### config.mk
export PLATFORM = sky130hd
export DESIGN_NAME = pvt_freq_counter
export DESIGN_NICKNAME = d
export VERILOG_FILES = /design/src/rtl/pvt_mon_pkg.sv /design/src/rtl/osc_edge_sync.sv /design/src/rtl/pvt_freq_counter.sv
export SDC_FILE = /design/constraint.sdc
export NUM_CORES = 1
export LEC_CHECK = 0
export ABC_CLOCK_PERIOD_IN_PS = 2100
export CAP_MARGIN = 10
export CORE_MARGIN = 2
export CORE_UTILIZATION = 50
export DETAILED_ROUTE_END_ITERATION = 6
export GPL_TIMING_DRIVEN = 0
export HOLD_SLACK_MARGIN = 0.02
export PLACE_DENSITY = 0.77
export SETUP_SLACK_MARGIN = 0.2
export SLEW_MARGIN = 20
export SYNTH_ARGS = -nofsm -noshare
export SYNTH_HDL_FRONTEND = slang
export SYNTH_SLANG_ARGS = --single-unit
### constraint.sdc
create_clock -name clk -period 2.1 [get_ports clk]
set_input_delay 0.63 -clock clk [delete_from_list [all_inputs] [get_ports clk]]
set_output_delay 0.63 -clock clk [all_outputs]
set_load 0.005 [all_outputs]
### src/rtl/pvt_mon_pkg.sv
// Shared types for the PVT ring-oscillator frequency counter.
// Holds the FSM state enum, the channel count and the channel index type.
package pvt_mon_pkg;

  localparam int NUM_OSC_CH = 2;

  typedef enum logic [1:0] {
    ST_IDLE,
    ST_ARM,
    ST_COUNT,
    ST_REPORT
  } state_t;

  typedef logic [$clog2(NUM_OSC_CH)-1:0] ch_t;

endpackage

### src/rtl/osc_edge_sync.sv
// Synchronizer chain plus history flop; flags one-cycle rising-edge pulses.
// Ports: clk, i_osc (async level in), o_rise (single-cycle edge pulse).
module osc_edge_sync #(
  parameter int SYNC_STAGES = 2
) (
  input  logic clk,
  input  logic i_osc,
  output logic o_rise
);

  logic [SYNC_STAGES-1:0] r_sync;
  logic                   r_hist;

  // Free-running: no reset, so edges are tracked through rst too.
  always_ff @(posedge clk) begin
    r_sync <= {r_sync[SYNC_STAGES-2:0], i_osc};
    r_hist <= r_sync[SYNC_STAGES-1];
  end

  assign o_rise = r_sync[SYNC_STAGES-1] & ~r_hist;

endmodule

### src/rtl/pvt_freq_counter.sv
// Gated edge counter for two divided ring oscillators, ch0 then ch1.
// Ports: clk, rst, start, continuous, osc_in[1:0], result_* (valid/ready), busy.
module pvt_freq_counter
  import pvt_mon_pkg::*;
#(
  parameter int GATE_LOG2   = 10,
  parameter int CNT_W       = 16,
  parameter int SYNC_STAGES = 2
) (
  input  logic                  clk,
  input  logic                  rst,
  input  logic                  start,
  input  logic                  continuous,
  input  logic [NUM_OSC_CH-1:0] osc_in,
  output logic [CNT_W-1:0]      result_data,
  output logic                  result_ch,
  output logic                  result_sat,
  output logic                  result_valid,
  input  logic                  result_ready,
  output logic                  busy
);

  logic [NUM_OSC_CH-1:0] w_rise;

  for (genvar g = 0; g < NUM_OSC_CH; g++) begin : g_sync
    osc_edge_sync #(
      .SYNC_STAGES(SYNC_STAGES)
    ) u_sync (
      .clk   (clk),
      .i_osc (osc_in[g]),
      .o_rise(w_rise[g])
    );
  end

  state_t             r_state;
  state_t             w_state_nxt;
  ch_t                r_ch;
  logic [GATE_LOG2:0] r_gate;
  logic [GATE_LOG2:0] w_gate_nxt;
  logic [CNT_W-1:0]   r_cnt;
  logic [CNT_W-1:0]   w_cnt_nxt;
  logic               r_sat;
  logic               w_sat_nxt;
  logic [CNT_W-1:0]   r_data;
  logic               r_rch;
  logic               r_rsat;
  logic               r_valid;
  logic               w_edge;
  logic               w_last;
  logic               w_hs;
  logic               w_ch_last;

  assign w_edge     = w_rise[r_ch];
  assign w_gate_nxt = r_gate + 1'b1;
  // Extra gate bit: its rise on the next value marks the final COUNT cycle.
  assign w_last     = (r_state == ST_COUNT) & w_gate_nxt[GATE_LOG2];
  assign w_hs       = r_valid & result_ready;
  assign w_ch_last  = (r_ch == ch_t'(NUM_OSC_CH - 1));

  always_comb begin
    w_cnt_nxt = r_cnt;
    w_sat_nxt = r_sat;
    if (w_edge) begin
      if (&r_cnt) w_sat_nxt = 1'b1;
      else        w_cnt_nxt = r_cnt + 1'b1;
    end
  end

  always_comb begin
    w_state_nxt = r_state;
    unique case (r_state)
      ST_IDLE:   if (start) w_state_nxt = ST_ARM;
      ST_ARM:    w_state_nxt = ST_COUNT;
      ST_COUNT:  if (w_last) w_state_nxt = ST_REPORT;
      ST_REPORT: begin
        if (w_hs) begin
          if (!w_ch_last || continuous) w_state_nxt = ST_ARM;
          else                          w_state_nxt = ST_IDLE;
        end
      end
      default:   w_state_nxt = ST_IDLE;
    endcase
  end

  always_ff @(posedge clk) begin
    if (rst) r_state <= ST_IDLE;
    else     r_state <= w_state_nxt;
  end

  always_ff @(posedge clk) begin
    if (rst) begin
      r_ch    <= '0;
      r_gate  <= '0;
      r_cnt   <= '0;
      r_sat   <= 1'b0;
      r_data  <= '0;
      r_rch   <= 1'b0;
      r_rsat  <= 1'b0;
      r_valid <= 1'b0;
    end else begin
      unique case (r_state)
        ST_IDLE: if (start) r_ch <= '0;
        ST_ARM: begin
          r_cnt  <= '0;
          r_sat  <= 1'b0;
          r_gate <= '0;
        end
        ST_COUNT: begin
          r_cnt  <= w_cnt_nxt;
          r_sat  <= w_sat_nxt;
          r_gate <= w_gate_nxt;
          if (w_last) begin
            r_data  <= w_cnt_nxt;
            r_rch   <= r_ch;
            r_rsat  <= w_sat_nxt;
            r_valid <= 1'b1;
          end
        end
        ST_REPORT: begin
          if (w_hs) begin
            r_valid <= 1'b0;
            // ch1 wraps to ch0, covering both continuous and IDLE exits.
            r_ch    <= w_ch_last ? '0 : r_ch + 1'b1;
          end
        end
        default: ;
      endcase
    end
  end

  assign result_data  = r_data;
  assign result_ch    = r_rch;
  assign result_sat   = r_rsat;
  assign result_valid = r_valid;
  assign busy         = (r_state != ST_IDLE);

endmodule
## Yosys cells after proc, flatten, opt, wreduce, memory -nomap -nowiden

Cells that the tools add are included.

| storage, ports and cells | value |
|---|---|
| output and inout port bits | 20 |
| bits of input ports | 7 |
| register bits | 56 |
| logic and storage cells | 62 |

| operators by class | value |
|---|---|
| order comparisons | 1 |
| reduce and logical (&&, ||, !) cells | 12 |
| equal/unequal tests | 6 |
| multiplexer cells | 21 |
| $add $sub $neg | 3 |
| bitwise logic cells | 6 |

Operators by type and width:

| cell | number |
|---|---|
| $mux 16 | 2 |
| $pmux 16 s2 | 1 |
| $pmux 11 s2 | 1 |
| $add 16x1->16 const B | 1 |
| $reduce_and 16->1 | 1 |
| $add 11x1->11 const B | 1 |
| $mux 1 | 10 |
| $reduce_and 3->1 | 3 |
| $pmux 2 s4 | 1 |
| $reduce_bool 2->1 | 4 |
| $mux 2 | 3 |
| $ne 2x2->1 const B | 3 |
| $pmux 1 s2 | 3 |
| $and 1x1->1 | 4 |
| $eq 2x2->1 const B | 2 |
| $eq 2x1->1 const B | 1 |
| $logic_not 2->1 | 1 |
| $lt 1x2->1 const B | 1 |
| $not 1->1 | 2 |
| $reduce_and 2->1 | 1 |
| $add 1x1->1 const B | 1 |
| $logic_not 1->1 | 1 |
| $logic_or 1x1->1 | 1 |

## Depth between registers and ports, before layout

Gate-level depths: netlist (run 1).

| logic depth | value |
|---|---|
| word-level depth | 6 |
| depth in mapped cells | 8 |
| gate-level depth less buffers | 7 |

## Modules after synthesis

Synthesis (run 1) repeated with hierarchy kept, for this count alone.

| unflattened totals | value |
|---|---|
| cell total of the unflattened synthesis | 319 |
| area, all modules | 2,721.4 µm² |

Modules (own cells, without submodules):

| module | sequential area each (µm²) | cells each | times used | area each (µm²) |
|---|---|---|---|---|
| pvt_freq_counter | 1,001.0 | 311 | 1 | 2,573.7 |
| osc_edge_sync | 60.1 | 4 | 2 | 73.8 |

## Least setup slack after synthesis (run 1)

Ideal clock, no wire load.

| timing | value |
|---|---|
| kind | reg2reg |
| start point | register r_cnt[0] |
| end point | register r_cnt[3] |
| slack | 11 ps |
| arrival | 1,962 ps |
| data required time | 1,972 ps |
| stages on the path, launching flop included | 8 |
| path buffers | 1 |
| period minus slack after synthesis | 2,089 ps |
| library setup time | 128 ps |
| path through | dfxtp_1 ha_1 nand4_1 or4_1 buf_2 and4_1 a311oi_1 nor2_1 |

| between the ends | value |
|---|---|
| word-level cells in the longest chain between the ends | 4 |
| elaborated cells between the ends (all ways) | 5 |
| those cells by class | add/sub: 1; mux: 3; reduce/logical: 1 |

RTL lines:

| item | RTL line | RTL |
|---|---|---|
| from (decl) | pvt_freq_counter.sv:40 | `logic [CNT_W-1:0] r_cnt;` |
| from (signal assigned) | pvt_freq_counter.sv:109 | `r_cnt <= w_cnt_nxt;` |
| $add 16x1->16 / $reduce_and 16->1 (equally long branches) | pvt_freq_counter.sv:65, pvt_freq_counter.sv:64 |  |
| $mux 16 * | pvt_freq_counter.sv:64 | `if (&r_cnt) w_sat_nxt = 1'b1;` |
| $mux 16 * | pvt_freq_counter.sv:63 | `if (w_edge) begin` |
| $pmux 16 s2 * | pvt_freq_counter.sv:101 | `unique case (r_state)` |

Mark *: on every way between the ends. The rest lies on a longest branch, timed or not.
A chain may end at the register's enable or synchronous reset.

## Final worst setup path (run 1)

| timing | value |
|---|---|
| start point | register r_cnt[13] |
| end point | register r_cnt[3] |

| between the ends | value |
|---|---|
| word-level cells in the longest chain between the ends | 4 |

RTL lines:

| item | RTL line |
|---|---|
| $reduce_and 16->1 | pvt_freq_counter.sv:64 |
| $mux 16 | pvt_freq_counter.sv:64 |
| $mux 16 | pvt_freq_counter.sv:63 |
| $pmux 16 s2 | pvt_freq_counter.sv:101 |

No other way between the ends.

==> flow_summary.toml, run 1 <==
[clock_network]
postCtsHoldBufs = 0
path_clk_slew_ps = 100
root_buffer = "clkbuf_8"
cts-buffers-inserted = 5
clkLatencyLatePin_ps = 320
cts_tree = "done"
htreeDepth = 2
clock_sinks = 56
clockBufferDepth = 2

[place]
portBuffers = 26
dpl.hpwl_um = 4709
pre_cts_ws_ps = -282.9
routabilityCongestion = 0.8966
dp.cells = 413

[worst_setup_path]
crit_slowest_cell = "or4_4"
path_class = "reg2reg"
timing.rr.start = "r_cnt[13]$_SDFFE_PP0P_"
path_cells = "nand4_1, or4_4, buf_8, and4_1, a311oi_1, nor2_1"
cp-start-kind = "register"
worst_ep_required_time_ps = 2300
crit_path_start = "r_cnt[13]$_SDFFE_PP0P_"
cp.arrival_ps = 2320
cp-end-kind = "register"
crit_path_max_fanout = 8
critical-path-max-stage-delay_ps = 660

[finish]
area_growth_pct = 52.05
layout.nets = 419
antennaDiodeCount = 0
nFillCells = 318
drive_gt1_share_pct = 39.80
final-instance-count-excl-fill = 477

[logic_synthesis]
ys_types = 55
syn_inst = 317
synth_area_per_cell_um2 = 8.644
ys_warn_count = 0
synth_area_um2 = 2740
ys_seq_area_share_pct = 40.91
ys_ff_latch = 56
synth_nets = 330

[detailed_routing]
vias = 3097
drc = 0
wl_um = 10360
firstDrtPassIters = 5
routed_via_density = 6.493
ant_nets = 0
wl_per_cell_um = 21.71
drt_iter0_markers = 442

[sta]
worst_pin_slew_ps = 690.7
hold_ws_ps = 335.7
finClkSkew_ps = 7.945
setup_viol = 1
max_freq_mhz = 472.7
drv_slew = 0
setup_slack_ps = -15.63
hold_violations = 0
period_minus_slack_ps = 2116
grt_setup_unrepaired = "true"
fin_crit_sh_pct = 100.7
slew_headroom_pct = 53.96

[grt]
grt.busiest_layer = "met2"
grt_pass1_vias = 2785
globalRouteMet3Util_pct = 4.943
gr-usage-met1_pct = 33.33
grt_pass1_wl_um = 13320
grt_max_degree = 18
gr-usage-all-layers_pct = 27.60
grt_overflow = 0
gr-usage-met2_pct = 47.24
antenna_found_initial = 1

[min_path]
hold_path.class = "reg2reg"
holdCritStartpoint = "g_sync[1].u_sync.r_sync[0]$_DFF_P_"

[pwr]
p_leak_nw = 1.547
power_density_nw_per_um2 = 677.7
irDropWorstVdd_mv = 0.6747
total_power_mw = 2.824

[floorplan]
die_y_um = 78.03
start_util_pct = 52.64
die_w_um = 78.03
core_um2 = 5205
dieArea_um2 = 6089
rows = 26
top_level_ports = 27

[run_status]
outcome = "complete, but fails checks"
violations = "setup timing"

[run]
maxCapViolations = 0
cells by family (layout without fill, tap and decap cells):
| logic type | count (synthesis) | count (layout) | synth area share, % |
|---|---|---|---|
| multiplexers | 8 | 8 | 2.922 |
| AND/OR/NAND/NOR | 134 | 134 | 25.48 |
| flip-flops | 56 | 56 | 40.91 |
| adder cells (fa/ha/maj) | 6 | 6 | 2.740 |
| XOR/XNOR | 16 | 16 | 5.114 |
| buffers and inverters | 29 | 119 | 4.657 |
| AO/OA/AOI/OAI | 68 | 68 | 18.17 |
sequential cells by signal (all words and copies together), names as in the netlist:
signal	count
result_ch	1
r_cnt	16
r_ch	1
g_sync.u_sync.r_sync	4
result_sat	1
result_valid	1
r_gate	11
r_state	2
g_sync.u_sync.r_hist	2
result_data	16
r_sat	1
worst max-delay path: cells and delay by family (launching register included):
| family | cells | cell delay, ps |
|---|---|---|
| AND/OR/NAND/NOR | 4 | 1160 |
| AO/OA/AOI/OAI | 1 | 260 |
| buffers and inverters | 1 | 180 |
| flip-flops | 1 | 410 |
metrics by stage:
step | cell area, µm² | util [%] | setup TNS, ps
CTS | 3685 | 70.79 | 0
finish | 4167 | 80.05 | -15.63
detailed placement | 3109 | 59.74 | -7353
global placement | 3109 | 59.74 | -6807
global route | 4167 | 80.05 | -126.6
floorplan | 2761 | - | 0
report_power, final:
group,switching [mW],leakage (nW),internal [mW]
registers,0.0281,0.467,1.09
logic,0.626,1.02,0.322
clock network,0.363,0.0614,0.390
timing repair:
item,in CTS,in global routing
endpoints found under the setup margin,50,47
buffers inserted,28,27
resized for setup,69,84
gates cloned,1,0
pin swaps,18,40
area by class of cell:
class                   count  area, µm²  area share, %
well taps                  70      87.58          2.102
plain buffers              22      181.4          4.354
flip-flops and latches     56       1166          27.99
repair buffers             82      742.0          17.81
clock inverters             2      38.79         0.9309
multi-input cells         232       1842          44.20
clock buffers               6      82.58          1.982
inverters                   7      26.28         0.6306
worst paths after layout:
path	end	slack (ps)	cells past startpoint
min	g_sync[1].u_sync.r_sync[1]$_DFF_P_	340	0
max reg2reg	r_cnt[3]$_SDFFE_PP0P_	-20	6
min reg2reg	g_sync[1].u_sync.r_sync[1]$_DFF_P_	340	0
max	r_cnt[3]$_SDFFE_PP0P_	-20	6
cells in the final DEF (no fill, tap or decap), drive strengths merged, types with 2 or more instances in the layout:
cell type / instances
a21o: 3
a311oi: 4
inv: 7
xor2: 13
and3: 4
or4: 5
clkbuf: 17
a211oi: 15
nor4: 3
o21ai: 10
nor2: 40
and4: 3
dfxtp: 56
and2: 4
mux2i: 8
clkdlybuf4s50: 25
a32o: 2
a2111oi: 2
or3b: 2
or3: 2
nand4b: 2
xnor2: 3
a21oi: 16
nand4: 12
nand3: 19
o31ai: 3
buf: 68
a31oi: 4
ha: 6
nor3: 6
nand3b: 3
nand2: 25
synth_stat cells, drive strengths merged:
cell type / number / area [µm²]
dfxtp: 56 / 1121
nor2: 40 / 152.6
nand2: 25 / 93.84
nand3: 19 / 95.09
a21oi: 16 / 83.83
a211oi: 15 / 125.1
xor2: 13 / 113.9
clkbuf: 12 / 46.29
nand4: 12 / 81.33
buf: 10 / 55.05
o21ai: 10 / 50.05
mux2i: 8 / 80.08
inv: 7 / 26.28
ha: 6 / 75.07
nor3: 6 / 30.03
or4: 5 / 37.54
a311oi: 4 / 35.03
a31oi: 4 / 25.02
and2: 4 / 25.02
and3: 4 / 25.02
a21o: 3 / 22.52
and4: 3 / 26.28
nand3b: 3 / 22.52
nor4: 3 / 25.02
o31ai: 3 / 22.52
xnor2: 3 / 26.28
a2111oi: 2 / 36.29
a32o: 2 / 20.02
nand4b: 2 / 23.77
or3: 2 / 12.51
or3b: 2 / 17.52
a21boi: 1 / 7.510
a221oi: 1 / 8.760
a2bb2oi: 1 / 8.760
a311o: 1 / 10.01
and4b: 1 / 10.01
nand2b: 1 / 6.260
nor2b: 1 / 6.260
o211ai: 1 / 7.510
o2bb2ai: 1 / 8.760
o311ai: 1 / 8.760
o32ai: 1 / 8.760
o41ai: 1 / 8.760
or2b: 1 / 7.510
layer usage:
layer	routed length [µm]	part of all wire [%]	vias up
li1	-	-	1329
met1	3664	35	1461
met2	5129	50	232
met3	944	9.1	75
met4	617	6.0	0
met5	0	0	-
Power figures use the tool's default switching activity.
==> run 2: changes to the inputs <==
CAP_MARGIN = default   (was 10)
==> results of run 2 <==
Final layout, timing and power as in run 1 (identical DEF).
